**src/rtl/otter_fetch_queue.sv**
```systemverilog
`default_nettype none
// ============================================================================
// Module   : otter_fetch_queue
// Purpose  : Instruction-fetch front end for the pipelined OTTER core. Holds
//            the fetch PC, issues word reads to a 1-cycle synchronous
//            instruction memory and buffers {PC, instruction} pairs in a
//            DEPTH-entry FIFO that decode drains with a valid/ready handshake.
//            A redirect from execute flushes queued and in-flight wrong-path
//            fetches and restarts fetch at the target.
// Ports    : clk         - clock, rising edge
//            RST         - synchronous active-low reset
//            redirect    - execute requests a PC change this cycle
//            redirect_pc - redirect target (bits [1:0] ignored)
//            mem_rden    - instruction read enable
//            mem_addr    - word address of the read
//            mem_rdata   - instruction word, valid the cycle after mem_rden
//            deq_valid   - head entry available to decode
//            deq_ready   - decode accepts the head entry
//            deq_ir      - head instruction (0 when empty)
//            deq_pc      - head PC (0 when empty)
//            count       - number of occupied FIFO entries
// Revision : 1.0 - initial release
// ============================================================================
module otter_fetch_queue #(
  parameter int              XLEN      = 32,
  parameter int              DEPTH     = 4,
  parameter int              MEM_AW    = 14,
  parameter logic [XLEN-1:0] RESET_VEC = '0
) (
  input  logic                     clk,
  input  logic                     RST,
  input  logic                     redirect,
  input  logic [XLEN-1:0]          redirect_pc,
  output logic                     mem_rden,
  output logic [MEM_AW-1:0]        mem_addr,
  input  logic [XLEN-1:0]          mem_rdata,
  output logic                     deq_valid,
  input  logic                     deq_ready,
  output logic [XLEN-1:0]          deq_ir,
  output logic [XLEN-1:0]          deq_pc,
  output logic [$clog2(DEPTH):0]   count
);

  localparam int PTR_W = $clog2(DEPTH);
  localparam int CNT_W = PTR_W + 1;

  // --------------------------------------------------------------------------
  // Elaboration-time parameter checks
  // --------------------------------------------------------------------------
  generate
    if ((DEPTH < 2) || ((DEPTH & (DEPTH - 1)) != 0)) begin : g_depth_check
      $error("otter_fetch_queue: DEPTH must be a power of two and at least 2");
    end
    if (XLEN < MEM_AW + 2) begin : g_width_check
      $error("otter_fetch_queue: XLEN must be at least MEM_AW+2");
    end
  endgenerate

  // --------------------------------------------------------------------------
  // State
  // --------------------------------------------------------------------------
  logic [XLEN-1:0]  fetch_pc_q,    fetch_pc_d;
  logic             inflight_q,    inflight_d;
  logic [XLEN-1:0]  inflight_pc_q, inflight_pc_d;
  logic [PTR_W-1:0] head_q,        head_d;
  logic [PTR_W-1:0] tail_q,        tail_d;
  logic [CNT_W-1:0] count_q,       count_d;

  // Entry storage carries no reset: an entry is only observable once count
  // says it is occupied, and the read port is forced to 0 otherwise.
  logic [XLEN-1:0]  ir_mem_q [DEPTH];
  logic [XLEN-1:0]  pc_mem_q [DEPTH];

  logic             pop;
  logic             push;
  logic             issue;
  logic             not_empty;
  logic [CNT_W:0]   committed;

  // --------------------------------------------------------------------------
  // Handshake and issue decisions
  // --------------------------------------------------------------------------
  always_comb begin
    not_empty = (count_q != '0);
    deq_valid = RST & not_empty & ~redirect;
    pop       = deq_valid & deq_ready;

    // A response is only accepted on a non-redirect cycle; a redirect in the
    // same cycle means the returning word belongs to the wrong path.
    push      = RST & ~redirect & inflight_q;

    // Slots already promised: occupied entries plus the outstanding read,
    // minus the slot freed by a pop this cycle. Issuing only while this is
    // below DEPTH is what guarantees a returning word always finds space.
    committed = {1'b0, count_q} + {{CNT_W{1'b0}}, inflight_q}
              - {{CNT_W{1'b0}}, pop};
    issue     = RST & ~redirect & (committed < (CNT_W+1)'(DEPTH));

    mem_rden  = issue;
    mem_addr  = fetch_pc_q[MEM_AW+1:2];

    count     = RST ? count_q : '0;
    if (RST && not_empty) begin
      deq_ir = ir_mem_q[head_q];
      deq_pc = pc_mem_q[head_q];
    end else begin
      deq_ir = '0;
      deq_pc = '0;
    end
  end

  // --------------------------------------------------------------------------
  // Next-state logic
  // --------------------------------------------------------------------------
  always_comb begin
    fetch_pc_d    = fetch_pc_q;
    inflight_d    = 1'b0;
    inflight_pc_d = inflight_pc_q;
    head_d        = head_q;
    tail_d        = tail_q;
    count_d       = count_q;

    if (redirect) begin
      // Flush everything; the target is fetched starting next cycle.
      fetch_pc_d = {redirect_pc[XLEN-1:2], 2'b00};
      head_d     = '0;
      tail_d     = '0;
      count_d    = '0;
    end else begin
      if (issue) begin
        fetch_pc_d    = fetch_pc_q + XLEN'(4);
        inflight_d    = 1'b1;
        inflight_pc_d = fetch_pc_q;
      end
      if (push) begin
        tail_d = tail_q + PTR_W'(1);
      end
      if (pop) begin
        head_d = head_q + PTR_W'(1);
      end
      case ({push, pop})
        2'b10:   count_d = count_q + CNT_W'(1);
        2'b01:   count_d = count_q - CNT_W'(1);
        default: count_d = count_q;
      endcase
    end
  end

  // --------------------------------------------------------------------------
  // Control registers
  // --------------------------------------------------------------------------
  always_ff @(posedge clk) begin
    if (!RST) begin
      fetch_pc_q    <= RESET_VEC;
      inflight_q    <= 1'b0;
      inflight_pc_q <= '0;
      head_q        <= '0;
      tail_q        <= '0;
      count_q       <= '0;
    end else begin
      fetch_pc_q    <= fetch_pc_d;
      inflight_q    <= inflight_d;
      inflight_pc_q <= inflight_pc_d;
      head_q        <= head_d;
      tail_q        <= tail_d;
      count_q       <= count_d;
    end
  end

  // --------------------------------------------------------------------------
  // Entry storage
  // --------------------------------------------------------------------------
  always_ff @(posedge clk) begin
    if (push) begin
      ir_mem_q[tail_q] <= mem_rdata;
      pc_mem_q[tail_q] <= inflight_pc_q;
    end
  end

endmodule
`default_nettype wire

```
**config.mk**
```make
export PLATFORM = sky130hd
export DESIGN_NAME = otter_fetch_queue
export DESIGN_NICKNAME = d
export VERILOG_FILES = /design/src/rtl/otter_fetch_queue.sv
export SDC_FILE = /design/constraint.sdc
export NUM_CORES = 1
export LEC_CHECK = 0
export ABC_AREA = 0
export CORE_MARGIN = 1
export CORE_UTILIZATION = 25
export CTS_BUF_LIST = sky130_fd_sc_hd__clkbuf_4 sky130_fd_sc_hd__clkbuf_8
export CTS_CLUSTER_DIAMETER = 60
export DETAILED_ROUTE_END_ITERATION = 6
export SLEW_MARGIN = 20
export SYNTH_ARGS = -nofsm -noshare
export SYNTH_HDL_FRONTEND = slang
export SYNTH_SLANG_ARGS = --single-unit
```
**constraint.sdc**
```tcl
create_clock -name clk -period 5.2 [get_ports clk]
set_input_delay 1.04 -clock clk [delete_from_list [all_inputs] [get_ports clk]]
set_output_delay 1.04 -clock clk [all_outputs]
set_load 0.02 [all_outputs]
```
Word level (Yosys, flattened, before mapping). Memories as Yosys holds them, arrays and structs flattened. A register that Yosys moved wholly into a read port is not among the register bits. Cells that the tools add are included.

Add/subtract/negate cells: 7. $lt $le $gt $ge: 1. Bitwise logic cells: 8. Eq/ne operators: 2. Multiplexer cells: 13. Reduce and logical (&&, ||, !) cells: 6.

Operators with widths (count): $mux 32 (4); $add 32x3->32 const B (1); $mux 2 (4); $and 1x1->1 (6); $pmux 3 s2 (1); $add 2x1->2 const B (2); $add 3x1->4 (1); $lt 4x3->1 const B (1); $reduce_bool 2->1 (2); $sub 4x1->4 (1); $add 3x1->3 const B (1); $mux 1 (3); $mux 3 (1); $reduce_bool 3->1 (1); $sub 3x1->3 const B (1); $eq 2x1->1 const B (1); $eq 2x2->1 const B (1); $not 1->1 (2); $reduce_and 2->1 (1); $reduce_or 2->1 (1); $logic_and 1x1->1 (1).

Bits of input ports: 68. Memories: 2. Memory bits (writable): 256. Register bits after elaboration: 72.

Memory list: ir_mem_q (depth 4, bits a word 32, read ports 1, clocked after memory_dff 1, wr ports 1, RTL line 71) `logic [XLEN-1:0] ir_mem_q [DEPTH];`; pc_mem_q (depth 4, bits a word 32, read ports 1, clocked after memory_dff 1, wr ports 1, RTL line 72) `logic [XLEN-1:0] pc_mem_q [DEPTH];`.

Longest topological paths before layout.
Depth after elaboration: 9. Mapped depth: 16. Depth with buffers taken out: 12.

Least setup slack after synthesis. No wires, ideal clock.

Path type: input to output. From: input RST. To: output mem_rden. Arrival: 3.845 ns. Buffers on the path: 3. Stages on the path: 13. Setup slack: 0.315 ns. Path through: clkbuf_1 > and2_1 > nor3_1 > nand2b_1 > nor2_1 > ha_1 > inv_1 > ha_1 > and3b_4 > or4_1 > buf_4 > a31oi_1 > clkbuf_1.

Longest elaborated chain between the ends: 6.

RTL lines: from (decl) (RTL line 31) `input logic RST,`; $and 1x1->1 (2 in a row) (RTL line 85) `deq_valid = RST & not_empty & ~redirect;`; $and 1x1->1 (RTL line 86) `pop = deq_valid & deq_ready;`; net pop (RTL line 74) `logic pop;`; $sub 4x1->4 (RTL line 96) `- {{CNT_W{1'b0}}, pop};`; $lt 4x3->1 (RTL line 97) `issue = RST & ~redirect & (committed < (CNT_W+1)'(DEPTH));`; $and 1x1->1 (RTL line 97); to (decl) (RTL line 34) `output logic mem_rden,`.

The timed path passes the listed nets, and every way through them passes these cells.

Final worst setup path.
From: input deq_ready. To: output mem_rden.

Longest elaborated chain between the ends: 4.

RTL lines: from (decl) (RTL line 38) `input logic deq_ready,`; $and 1x1->1 (RTL line 86); net pop (RTL line 74); $sub 4x1->4 (RTL line 96); $lt 4x3->1 (RTL line 97); $and 1x1->1 (RTL line 97).

The timed path passes the listed nets, and every way through them passes these cells.

==> results.yml <==
detailed_routing:
  via_per_inst: 4.479
  ant_nets: 0
  initialDrtViolationCount: 664
  wl_mm: 30.93
  drc: 0
  vias: 7699
  first_pass_iters: 5
  wire_per_inst_um: 17.99
floorplanning:
  ios: 151
  chipWidth_um: 229.9
  die-area_sq_um: 52870
  num_rows: 83
  die_h_um: 229.9
  start_util_pct: 25.32
  core_sq_um: 51300
status:
  status: "completed"
worst_setup_path:
  rrSetupSlack_ns: 1.67
  critPathArrivalTime_ns: 3.96
  crit_type: "in2out"
  critPathMaxFanout: 3
  required_ns: 4.16
  cp-start-kind: "primary input"
  endpoint_kind: "primary output"
placement:
  place_area_sq_um: 15170
  dp_hpwl_mm: 19.44
  place_ws_ns: 0.1358
  io_buffer_count: 146
  place_inst: 1620
  gp_congestion: 0.7838
cells_and_area:
  antenna_cells: 0
  layout.nets: 1075
  drive_gt1_share_pct: 18.29
  area_growth_pct: 25.51
  stdcell_area_sq_um: 16300
  fillCellCount: 5096
  fin_cells: 1719
timing:
  setup_ws_ns: 0.1954
  clock-skew-final_ns: 0.03114
  tightest_slew_ns: 0.8442
  hold_viol: 0
  period_minus_slack_ns: 5.005
  finalMaxSlewViolations: 0
  max_freq_ghz: 0.1998
  finalSetupTns_ns: 0
  finalSetupViolCount: 0
  rsz0062_at_grt: "no"
  max_slew_margin_pct: 43.72
  timing.final.crit_share_pct: 96.24
global_routing:
  grt_remaining_overflow: 0
  grt_antenna_before_repair: 0
  grt_pass1_wl_mm: 47.26
  grt_pass1_vias: 7927
  grt_max_degree: 65
  track_usage_pct: 11.79
job:
  maxCapViolations: 0
pwr:
  p_per_area_nw_per_um2: 325.5
  clkPwrFrac_pct: 43.3
  seqPwrFrac_pct: 52.9
  cellLeakagePower_nw: 5.108
  p_int_mw: 4.148
  ir_drop_mv: 0.1535
  p_sw_share_pct: 21.82
  switchingPower_mw: 1.158
  comb_power_share_pct: 3.8
cts:
  cts_max_level: 2
  cts.sinks: 318
  cts_buffers: 55
  post_cts_buffers: 0
  clk_latency_ns: 0.64
  cts_hold_buf: 0
  clk_pin_slew_ns: 0.06
  cts_resized: 0
  cts_tree: "done"
  ctsLongestPathBuffers: 3
  root_buffer: "clkbuf_8"
synthesis:
  ys.flop_type: "edfxtp_1"
  synthArstFlopShare_pct: 0
  netlist_area_sq_um: 12990
  ys_ff_latch: 318
  seq_area_frac_synth_pct: 68.13
  synth.distinct_cells: 46
  synth_cells: 842
  syn_area_per_cell_sq_um: 15.42
  yosysWarnings: 0
  synth-edff-count: 248
min_path:
  hold_class: "reg2reg"
-- logic make-up after synthesis --
| group | count (synthesis) | share of synthesized area (%) |
|---|---|---|
| xor gates and xnor gates | 20 | 1.349 |
| buffers and inverters | 83 | 3.015 |
| DFF | 318 | 68.13 |
| muxes | 63 | 10.83 |
| and+or+nand+nor | 194 | 8.343 |
| AOI/OAI and AO/OA | 153 | 7.283 |
| other | 1 | 0.02887 |
| adders and majority gates | 10 | 1.021 |
-- area by class of cell --
cell class                      count  area [sq um]  share of cell area (%)
Clock buffer                       77         947.2                   5.811
Clock inverter                     22         185.2                   1.136
Inverter                           12         45.04                  0.2763
Multi-Input combinational cell    442          3782                   23.20
Sequential cell                   318          8856                   54.33
Tap cell                          680         850.8                   5.220
Timing Repair Buffer              168          1634                   10.02
-- critical path: stages --
cell and delay [ns]:
clkdlybuf4s50_1 0.48, nand2b_1 0.09, nor2_1 0.18, ha_1 0.18, inv_1 0.04, ha_1 0.26, and3b_4 0.19, or4_1 0.51
a31oi_2 0.32, clkdlybuf4s50_1 0.67
-- per-stage QoR --
stage / hold WS [ns] / power, mW / util, %
3_3_place_gp: 0.4705 / 3.058 / 29.57
5_1_grt: 0.4920 / 5.529 / 31.77
3_5_place_dp: 0.4793 / 3.064 / 29.57
6_report: 0.4890 / 5.306 / 31.77
4_1_cts: 0.4737 / 5.401 / 31.77
2_1_floorplan: 0.4538 / 2.948 / -
-- synthesized netlist by cell type (2+ instances only) --
cell type  count  share of area, %
buf_1         10              0.29
xor2_1         4              0.27
and2_1         5              0.24
or4_1          6              0.35
buf_6          2              0.17
a311oi_1      10              0.67
ha_1           9              0.87
inv_1         11              0.32
buf_4         17              0.98
o21ai_0       63               2.4
a21oi_1       19              0.73
and3_1         7              0.34
o41ai_1        4              0.27
nand2b_1       3              0.14
or3_1          3              0.14
nor2_1        16              0.46
edfxtp_1     248                57
mux4_2        62                11
dfxtp_1       70                11
clkbuf_1      41               1.2
o31ai_1        4              0.23
xnor2_1       16               1.1
nand2_1       49               1.4
nand3_1       10              0.39
or4b_1         5              0.39
a21boi_0      30               1.7
and4_1         5              0.34
a31oi_1       18              0.87
a211oi_1       2              0.12
nor2b_1       63               3.0
nand4_1       10              0.48
nor3_1         6              0.23
-- worst paths after layout --
kind	from	endpoint	cells past startpoint
hold reg to reg	inflight_pc_q[31]	pc_mem_q[3][31]	0
setup / recovery	deq_ready	mem_rden	10
setup reg to reg	count_q[1]	fetch_pc_q[24]	13
hold / removal	inflight_pc_q[31]	pc_mem_q[3][31]	0
-- power by group through the flow --
stage	Sequential, mW	Clock [mW]	Combinational (mW)
2_1_floorplan	2.84	0	0.105
3_3_place_gp	2.86	0	0.199
3_5_place_dp	2.86	0	0.203
4_1_cts	2.81	2.39	0.204
5_1_grt	2.81	2.50	0.221
6_report	2.81	2.30	0.202
-- flip-flops by register name (all words and copies together) (netlist names), named ones only --
register / flops
inflight_pc_q: 30
inflight_q: 1
head_q: 2
pc_mem_q: 120
fetch_pc_q: 30
count_q: 3
ir_mem_q: 128
tail_q: 2
-- layout by cell type, fill, tap and decap left out, drive strengths merged, types with 8 or more instances in the layout --
master	n
a21boi	30
a21oi	19
a311oi	10
a31oi	18
and3	8
buf	23
clkbuf	77
clkdlybuf4s50	145
clkinv	18
dfxtp	70
edfxtp	248
ha	9
inv	12
mux4	62
nand2	49
nand3	10
nand4	10
nor2	16
nor2b	63
o21ai	63
xnor2	16
-- layer usage --
metal / GRT usage (%) / wire length (um) / vias to the layer above
met4: 3.373 / 602 / 0
met2: 18.99 / 14580 / 223
met3: 3.373 / 1733 / 55
li1: - / - / 3556
met1: 15.37 / 14010 / 3865
met5: 0 / 0 / -
Power figures use the tool's default switching activity.
